<file path="src/rtl/sbox_share_arbiter.sv">
// Round-robin arbiter sharing one pipelined S-box between the key-schedule and
// data-state requesters; owner tags route each result back to its requester.
module sbox_share_arbiter #(
  parameter int unsigned SBOX_LAT = 4
) (
  input  logic       clk,
  input  logic       rst_n,
  input  logic       flush,
  input  logic       ks_req_valid,
  input  logic [7:0] ks_req_byte,
  input  logic       ks_req_inv,
  output logic       ks_req_ready,
  input  logic       ds_req_valid,
  input  logic [7:0] ds_req_byte,
  input  logic       ds_req_inv,
  output logic       ds_req_ready,
  output logic       sbox_in_valid,
  output logic [7:0] sbox_in,
  output logic       sbox_inv,
  input  logic [7:0] sbox_out,
  output logic       ks_rsp_valid,
  output logic [7:0] ks_rsp_byte,
  output logic       ds_rsp_valid,
  output logic [7:0] ds_rsp_byte,
  output logic       busy
);

  localparam int unsigned NSTG    = SBOX_LAT + 1;
  localparam int unsigned CNT_MAX = SBOX_LAT + 2;
  localparam int unsigned CNT_W   = $clog2(SBOX_LAT + 3);

  // Encoded so that the reset value (0) means "ds granted last"
  localparam logic GRANT_DS = 1'b0;
  localparam logic GRANT_KS = 1'b1;

  logic             last_grant_q, last_grant_d;
  logic             sbox_in_valid_q, sbox_in_valid_d;
  logic [7:0]       sbox_in_q, sbox_in_d;
  logic             sbox_inv_q, sbox_inv_d;
  logic [NSTG-1:0]  tag_vld_q, tag_vld_d;
  logic [NSTG-1:0]  tag_own_q, tag_own_d;
  logic             ks_rsp_valid_q, ks_rsp_valid_d;
  logic [7:0]       ks_rsp_byte_q, ks_rsp_byte_d;
  logic             ds_rsp_valid_q, ds_rsp_valid_d;
  logic [7:0]       ds_rsp_byte_q, ds_rsp_byte_d;
  logic [CNT_W-1:0] cnt_q, cnt_d;

  logic ks_acc, ds_acc, acc, rsp_done, rsp_out;

  // Combinational grant: a lone requester wins, contention alternates
  always_comb begin
    ks_req_ready = ~flush & ks_req_valid & (~ds_req_valid | (last_grant_q == GRANT_DS));
    ds_req_ready = ~flush & ds_req_valid & (~ks_req_valid | (last_grant_q == GRANT_KS));
    ks_acc       = ks_req_valid & ks_req_ready;
    ds_acc       = ds_req_valid & ds_req_ready;
    acc          = ks_acc | ds_acc;
  end

  always_comb begin
    last_grant_d    = last_grant_q;
    sbox_in_valid_d = acc;
    sbox_in_d       = sbox_in_q;
    sbox_inv_d      = sbox_inv_q;
    tag_vld_d       = {tag_vld_q[NSTG-2:0], acc};
    tag_own_d       = {tag_own_q[NSTG-2:0], ds_acc};
    ks_rsp_byte_d   = ks_rsp_byte_q;
    ds_rsp_byte_d   = ds_rsp_byte_q;
    cnt_d           = cnt_q;

    if (ks_acc) begin
      last_grant_d = GRANT_KS;
      sbox_in_d    = ks_req_byte;
      sbox_inv_d   = ks_req_inv;
    end else if (ds_acc) begin
      last_grant_d = GRANT_DS;
      sbox_in_d    = ds_req_byte;
      sbox_inv_d   = ds_req_inv;
    end

    // Final tag stage lines up with the S-box result for that beat
    rsp_done       = tag_vld_q[NSTG-1] & ~flush;
    ks_rsp_valid_d = rsp_done & ~tag_own_q[NSTG-1];
    ds_rsp_valid_d = rsp_done &  tag_own_q[NSTG-1];
    if (ks_rsp_valid_d) ks_rsp_byte_d = sbox_out;
    if (ds_rsp_valid_d) ds_rsp_byte_d = sbox_out;

    // A beat stays counted until its response pulse has been presented
    rsp_out = ks_rsp_valid_q | ds_rsp_valid_q;
    if (acc && !rsp_out) begin
      if (cnt_q != CNT_W'(CNT_MAX)) cnt_d = cnt_q + CNT_W'(1);
    end else if (!acc && rsp_out) begin
      if (cnt_q != '0) cnt_d = cnt_q - CNT_W'(1);
    end

    if (flush) begin
      tag_vld_d       = '0;
      sbox_in_valid_d = 1'b0;
      cnt_d           = '0;
    end
  end

  always_ff @(posedge clk or negedge rst_n) begin
    if (!rst_n) begin
      last_grant_q    <= GRANT_DS;
      sbox_in_valid_q <= 1'b0;
      sbox_in_q       <= '0;
      sbox_inv_q      <= 1'b0;
      tag_vld_q       <= '0;
      tag_own_q       <= '0;
      ks_rsp_valid_q  <= 1'b0;
      ks_rsp_byte_q   <= '0;
      ds_rsp_valid_q  <= 1'b0;
      ds_rsp_byte_q   <= '0;
      cnt_q           <= '0;
    end else begin
      last_grant_q    <= last_grant_d;
      sbox_in_valid_q <= sbox_in_valid_d;
      sbox_in_q       <= sbox_in_d;
      sbox_inv_q      <= sbox_inv_d;
      tag_vld_q       <= tag_vld_d;
      tag_own_q       <= tag_own_d;
      ks_rsp_valid_q  <= ks_rsp_valid_d;
      ks_rsp_byte_q   <= ks_rsp_byte_d;
      ds_rsp_valid_q  <= ds_rsp_valid_d;
      ds_rsp_byte_q   <= ds_rsp_byte_d;
      cnt_q           <= cnt_d;
    end
  end

  assign sbox_in_valid = sbox_in_valid_q;
  assign sbox_in       = sbox_in_q;
  assign sbox_inv      = sbox_inv_q;
  assign ks_rsp_valid  = ks_rsp_valid_q;
  assign ks_rsp_byte   = ks_rsp_byte_q;
  assign ds_rsp_valid  = ds_rsp_valid_q;
  assign ds_rsp_byte   = ds_rsp_byte_q;
  assign busy          = (cnt_q != '0);

endmodule

</file>
<file path="config.mk">
export PLATFORM = sky130hd
export DESIGN_NAME = sbox_share_arbiter
export DESIGN_NICKNAME = d
export VERILOG_FILES = /design/src/rtl/sbox_share_arbiter.sv
export SDC_FILE = /design/constraint.sdc
export NUM_CORES = 1
export LEC_CHECK = 0
export CORE_ASPECT_RATIO = 0.9
export CORE_UTILIZATION = 47
export DETAILED_ROUTE_END_ITERATION = 10
export HOLD_SLACK_MARGIN = 0.1
export PLACE_DENSITY = 0.84
export SETUP_SLACK_MARGIN = 0.05
export SLEW_MARGIN = 20
export SYNTH_ARGS = -nofsm -noshare
export SYNTH_HDL_FRONTEND = slang
export SYNTH_SLANG_ARGS = --single-unit
</file>
<file path="constraint.sdc">
create_clock -name clk -period 4.6 [get_ports clk]
set_input_delay 0.92 -clock clk [delete_from_list [all_inputs] [get_ports clk]]
set_output_delay 0.92 -clock clk [all_outputs]
set_load 0.02 [all_outputs]
</file>
==> results of run 1 <==
==> worst max-delay path, delay by kind of cell <==
family,cells,cell delay [ns]
AO/OA/AOI/OAI,1,0.26
buffers and inverters,3,1.52
==> cells in the mapped netlist <==
master | instances | share of area, %
buf_4 | 1 | 0.45
nand3b_1 | 2 | 0.90
a221oi_1 | 1 | 0.52
nor3b_1 | 1 | 0.45
clkbuf_1 | 3 | 0.67
nor2_1 | 8 | 1.8
a21oi_1 | 2 | 0.60
or3_1 | 1 | 0.37
o211a_1 | 2 | 1.2
and2_1 | 1 | 0.37
a211oi_1 | 3 | 1.3
nand2_1 | 33 | 7.4
xnor2_1 | 1 | 0.52
fa_1 | 1 | 1.2
o21bai_4 | 1 | 1.1
mux2_2 | 8 | 5.4
clkinv_1 | 1 | 0.22
nor2b_1 | 4 | 1.5
a21o_1 | 1 | 0.45
o21ai_0 | 10 | 3.0
o31ai_1 | 1 | 0.45
dfrtp_1 | 41 | 61
or4_1 | 1 | 0.45
nor3_1 | 3 | 0.90
inv_1 | 5 | 1.1
buf_2 | 1 | 0.30
mux2i_1 | 10 | 6.0
==> layout make-up <==
type | instances | area (um2)
flip-flops and latches | 41 | 1026
fillers | 253 | 962.2
multi-input cells | 95 | 605.6
clock buffers | 7 | 86.33
repair buffers | 63 | 620.6
well taps | 44 | 55.05
inverters | 6 | 22.52
==> flip-flops by register name, indices dropped and copies added, names as in the netlist <==
signal and cells:
ds_rsp_byte 8, ks_rsp_byte 8, sbox_in 8, tag_own_q 5
tag_vld_q 5, cnt_q 3, ds_rsp_valid 1, ks_rsp_valid 1
last_grant_q 1, sbox_inv 1
==> report_power, final <==
| part | switching, uW | internal, uW | leakage (uW) |
|---|---|---|---|
| registers | 21.2 | 393 | 0.000539 |
| logic | 89.2 | 97.8 | 0.000532 |
| clock network | 110 | 119 | 0.0000443 |
==> stage by stage <==
| step | std cells | worst slack [ns] | area [um2] |
|---|---|---|---|
| after detailed placement | 249 | 0.9925 | 2330 |
| after floorplan | 147 | 2.139 | 1673 |
| after global routing | 256 | 0.9070 | 2416 |
| final | 256 | 0.9784 | 2416 |
| after CTS | 256 | 0.9668 | 2416 |
| after global placement | 249 | 1.060 | 2330 |
==> logic make-up after synthesis <==
family / Yosys count / synth area share [%]
xor gates and xnor gates: 1 / 0.5237
DFF: 41 / 61.33
and+or+nand+nor: 54 / 14.14
muxes: 18 / 11.37
adders and majority gates: 1 / 1.197
buffers and inverters: 11 / 2.767
AOI/OAI and AO/OA: 21 / 8.677
==> path summary, 6_finish.rpt <==
| check | cells past startpoint | end | start | slack, ns |
|---|---|---|---|---|
| max in group asynchronous | 1 | tag_own_q[1]$_DFF_PN0_ | rst_n | 3.32 |
| max | 4 | ks_req_ready | flush | 0.98 |
| min reg2reg | 0 | tag_own_q[2]$_DFF_PN0_ | tag_own_q[1]$_DFF_PN0_ | 0.35 |
| min | 0 | tag_own_q[2]$_DFF_PN0_ | tag_own_q[1]$_DFF_PN0_ | 0.35 |
| min in group asynchronous | 1 | ks_rsp_byte[7]$_DFFE_PN0P_ | rst_n | 0.75 |
| max reg2reg | 6 | cnt_q[2]$_DFFE_PN0P_ | ds_rsp_valid$_DFF_PN0_ | 2.64 |
==> routing by layer <==
| layer | global-route usage, % | wire length [um] |
|---|---|---|
| met5 | 0 | 0 |
| met4 | 11.11 | 66 |
| met3 | 6.783 | 251 |
| met2 | 31.25 | 1697 |
| met1 | 25.87 | 1545 |
==> reports/results.tsv, run 1 <==
stage	metric	value	unit
worst_setup_path	path_class	in2out	
worst_setup_path	crit_path_cell_trace	clkdlybuf4s50_1 > a211oi_2 > buf_4 > clkdlybuf4s50_1	
synthesis	ys_ff_latch	41	
worst_setup_path	crit_required	3.68	ns
clock_tree	clk_pin_slew	0.07	ns
clock_tree	cts_resized	0	
synthesis	synth.distinct_cells	27	
global_routing	grt_pass1_wl	5.664	mm
floorplan	io-pin-count	62	
timing	skew	0.004695	ns
detailed_routing	routed_wl	3.561	mm
timing	max-slew-margin-rel	42.75	%
floorplan	die_w	64.89	um
timing	timing.hold.ws	0.3488	ns
clock_tree	cts_buffers	5	
clock_tree	clock-sinks	41	
timing	post-route-period-util	78.73	%
floorplan	start_util	49.52	%
detailed_routing	post-route-drc-count	0	
timing	finalHoldViolCount	0	
worst_setup_path	cp_slowest_cell	clkdlybuf4s50_1	
pwr	power.density	343.7	mW/mm2
clock_tree	clk_latency	0.29	ns
clock_tree	cts_hold_buf	0	
clock_tree	htreeDepth	2	
timing	setup-violations-final	0	
job	drv_cap	0	
place	place_congestion	0.7255	
global_routing	grt_max_degree	42	
worst_setup_path	cp-start-kind	input pin	
floorplan	row_count	20	
timing	slew_viol_final	0	
floorplan	die_area	0.003802	mm2
place	hpwlAfterDp	2.603	mm
global_routing	grt_usage	20.45	%
global_routing	grt_pass1_vias	1276	
worst_setup_path	cp-end-kind	output pin	
synthesis	synth_cells	147	
timing	rsz0062_at_grt	no	
final_layout	mostFrequentLayoutCell	clkdlybuf4s50_1	
final_layout	syn_to_final_growth	44.43	%
pwr	max-vdd-ir-drop	164.1	uV
clock_tree	post_cts_buffers	0	
final_layout	most-common-layout-cells	clkdlybuf4s50_1, dfrtp_1, nand2_1	
min_path	hp-class	reg2reg	
worst_setup_path	max_stage_delay	0.64	ns
final_layout	final_nets	244	
final_layout	utilization	71.52	%
synthesis	yosysSeqAreaShare	61.33	%
worst_setup_path	crit_fanout	12	
synthesis	yosys_warnings	0	
clock_tree	clock_path_buffers	2	
detailed_routing	routed_via_density	5.180	
floorplan	core	0.003378	mm2
global_routing	antenna_found_initial	0	
worst_setup_path	path_common_cell	clkdlybuf4s50_1	
final_layout	final_layout_size_suffix_gt1_share	8.962	%
global_routing	grt_overflow	0	
worst_setup_path	cp.arrival	2.70	ns
timing	setup_tns	0	ns
pwr	leakage	0.001115	uW
timing	max_freq	276.1	MHz
clock_tree	clockRootBuffer	clkbuf_8	
status	status	finished, final reports clean	
detailed_routing	firstDrtPassIters	4	
timing	period_needed	3.622	ns
detailed_routing	vias	1326	
final_layout	diodes	0	
place	io_buffer_count	61	
synthesis	netlist_area	0.001673	mm2
detailed_routing	wire_per_inst	13.91	um
synthesis	synth_fp_nets	179	
detailed_routing	drtIter0Drc	60	
clock_tree	cts_tree	yes	
synthesis	avgSynthCellArea	11.38	um2
floorplan	die_h	58.60	um
timing	worst_slew_pin_slew	0.8588	ns
detailed_routing	ant_nets	0	
pwr	total_power	830.3	uW
(Power assumes the default switching activity.)
==> run 2: changes to the inputs <==
CORE_UTILIZATION = 39   (was 47)
PLACE_DENSITY = 0.75   (was 0.84)
clock period = 3 ns   (was 4.6 ns; I/O delays follow)
==> reports/results.tsv, run 2 (synthesis results as in run 1) <==
stage	metric	value	unit
detailed_routing	post-route-drc-count	4	
place	dpl_worst_slack	0.2681	ns
timing	max-slew-margin-rel	42.27	%
clock_tree	cts_hold_buf	0	
detailed_routing	routed_via_density	4.851	
detailed_routing	wire_per_inst	12.19	um
detailed_routing	firstDrtPassIters	9	
global_routing	antenna_found_initial	0	
clock_tree	clk_pin_slew	0.08	ns
floorplan	core	0.004101	mm2
place	place_congestion	0.8178	
final_layout	fillCellCount	371	
timing	setup-violations-final	0	
floorplan	start_util	40.79	%
clock_tree	cts_resized	0	
place	hpwlAfterDp	2.349	mm
final_layout	diodes	0	
floorplan	die_h	64.13	um
min_path	hp-class	reg2reg	
final_layout	final_layout_size_suffix_gt1_share	10.28	%
floorplan	io-pin-count	62	
min_path	hold_depth	0	
final_layout	most-common-layout-cells	clkdlybuf4s50_1, dfrtp_1, nand2_1	
pwr	max-vdd-ir-drop	239.5	uV
clock_tree	clk_latency	0.28	ns
clock_tree	cts_tree	yes	
clock_tree	clockRootBuffer	clkbuf_8	
clock_tree	clock-sinks	41	
worst_setup_path	path_class	in2out	
status	status	finished, violations left	
detailed_routing	ant_nets	0	
timing	rsz0062_at_grt	no	
job	drv_cap	0	
detailed_routing	routed_wl	3.193	mm
clock_tree	post_cts_buffers	0	
global_routing	grt_max_degree	42	
timing	setup_tns	0	ns
worst_setup_path	cp-start-kind	input pin	
place	io_buffer_count	61	
final_layout	syn_to_final_growth	45.85	%
global_routing	grt_overflow	0	
detailed_routing	vias	1271	
pwr	total_power	1279	uW
timing	worst_slew_pin_slew	0.8659	ns
global_routing	grt_pass1_wl	5.630	mm
timing	timing.final.ws_setup	0.2766	ns
clock_tree	htreeDepth	2	
timing	skew	0.009235	ns
timing	max_freq	367.2	MHz
floorplan	die_w	71.04	um
worst_setup_path	cp-end-kind	output pin	
place	dp.cells	255	
floorplan	die_area	0.004555	mm2
final_layout	mostFrequentLayoutCell	clkdlybuf4s50_1	
global_routing	grt_pass1_vias	1260	
detailed_routing	drtIter0Drc	72	
worst_setup_path	crit_required	2.40	ns
clock_tree	cts_buffers	5	
final_layout	layoutNonFillerInstCount	262	
status	failed_checks	design-rule violations	
global_routing	grt_usage	16.28	%
final_layout	final_nets	246	
pwr	leakage	0.001123	uW
worst_setup_path	crit_fanout	3	
timing	period_needed	2.723	ns
timing	slew_viol_final	0	
clock_tree	clock_path_buffers	2	
timing	post-route-period-util	90.78	%
worst_setup_path	r2r_cells	6	
pwr	power.density	524.1	mW/mm2
timing	finalHoldViolCount	0	
timing	timing.hold.ws	0.3527	ns
worst_setup_path	cp.arrival	2.12	ns
floorplan	row_count	22	
run 2: changes by cell type in the layout (fill, tap and decap cells not counted), sizes merged:
cell	change
clkbuf	-1
buf	+2
clkinvlp	+1
run 2: final timing paths:
kind                                        start                         end  slack [ns]
max in group asynchronous                   rst_n      sbox_in[4]$_DFFE_PN0N_        2.03
max reg2reg                ds_rsp_valid$_DFF_PN0_        cnt_q[2]$_DFFE_PN0P_        1.07
max                                  ks_req_valid                ks_req_ready        0.28
min reg2reg                tag_own_q[0]$_DFF_PN0_      tag_own_q[1]$_DFF_PN0_        0.35
min in group asynchronous                   rst_n  ks_rsp_byte[6]$_DFFE_PN0P_        0.43
min                        tag_own_q[0]$_DFF_PN0_      tag_own_q[1]$_DFF_PN0_        0.35
run 2: power breakdown:
group          internal, uW  switching, uW
sequential              602           28.6
clock                   182            180
combinational           152            135
total                   936            343
run 2: final cells by class:
type	instances	area (um2)	area share (%)
Clock buffer	6	82.58	3.385
Clock inverter	1	7.507	0.3077
Sequential cell	41	1026	42.05
Inverter	6	22.52	0.9231
Multi-Input combinational cell	95	605.6	24.82
Tap cell	48	60.06	2.462
Timing Repair Buffer	65	635.6	26.05
run 2: routing by layer:
| layer | track usage (%) | share of wire (%) | vias up |
|---|---|---|---|
| li1 | - | - | 625 |
| met1 | 18.46 | 43 | 603 |
| met2 | 26.80 | 47 | 41 |
| met3 | 7.729 | 9.3 | 2 |
| met4 | 6.000 | 0.75 | 0 |
| met5 | 0 | 0 | - |
run 2: worst max-delay path, cell delays in order:
cell             delay (ns)
clkdlybuf4s50_1        0.53
inv_1                  0.10
a211oi_2               0.24
clkdlybuf4s50_1        0.66
run 2: per-stage QoR:
stage	area [um2]	utilization, %
2_1_floorplan	1673	-
3_3_place_gp	2350	57.29
3_5_place_dp	2350	57.29
4_1_cts	2440	59.49
5_1_grt	2440	59.49
6_report	2440	59.49
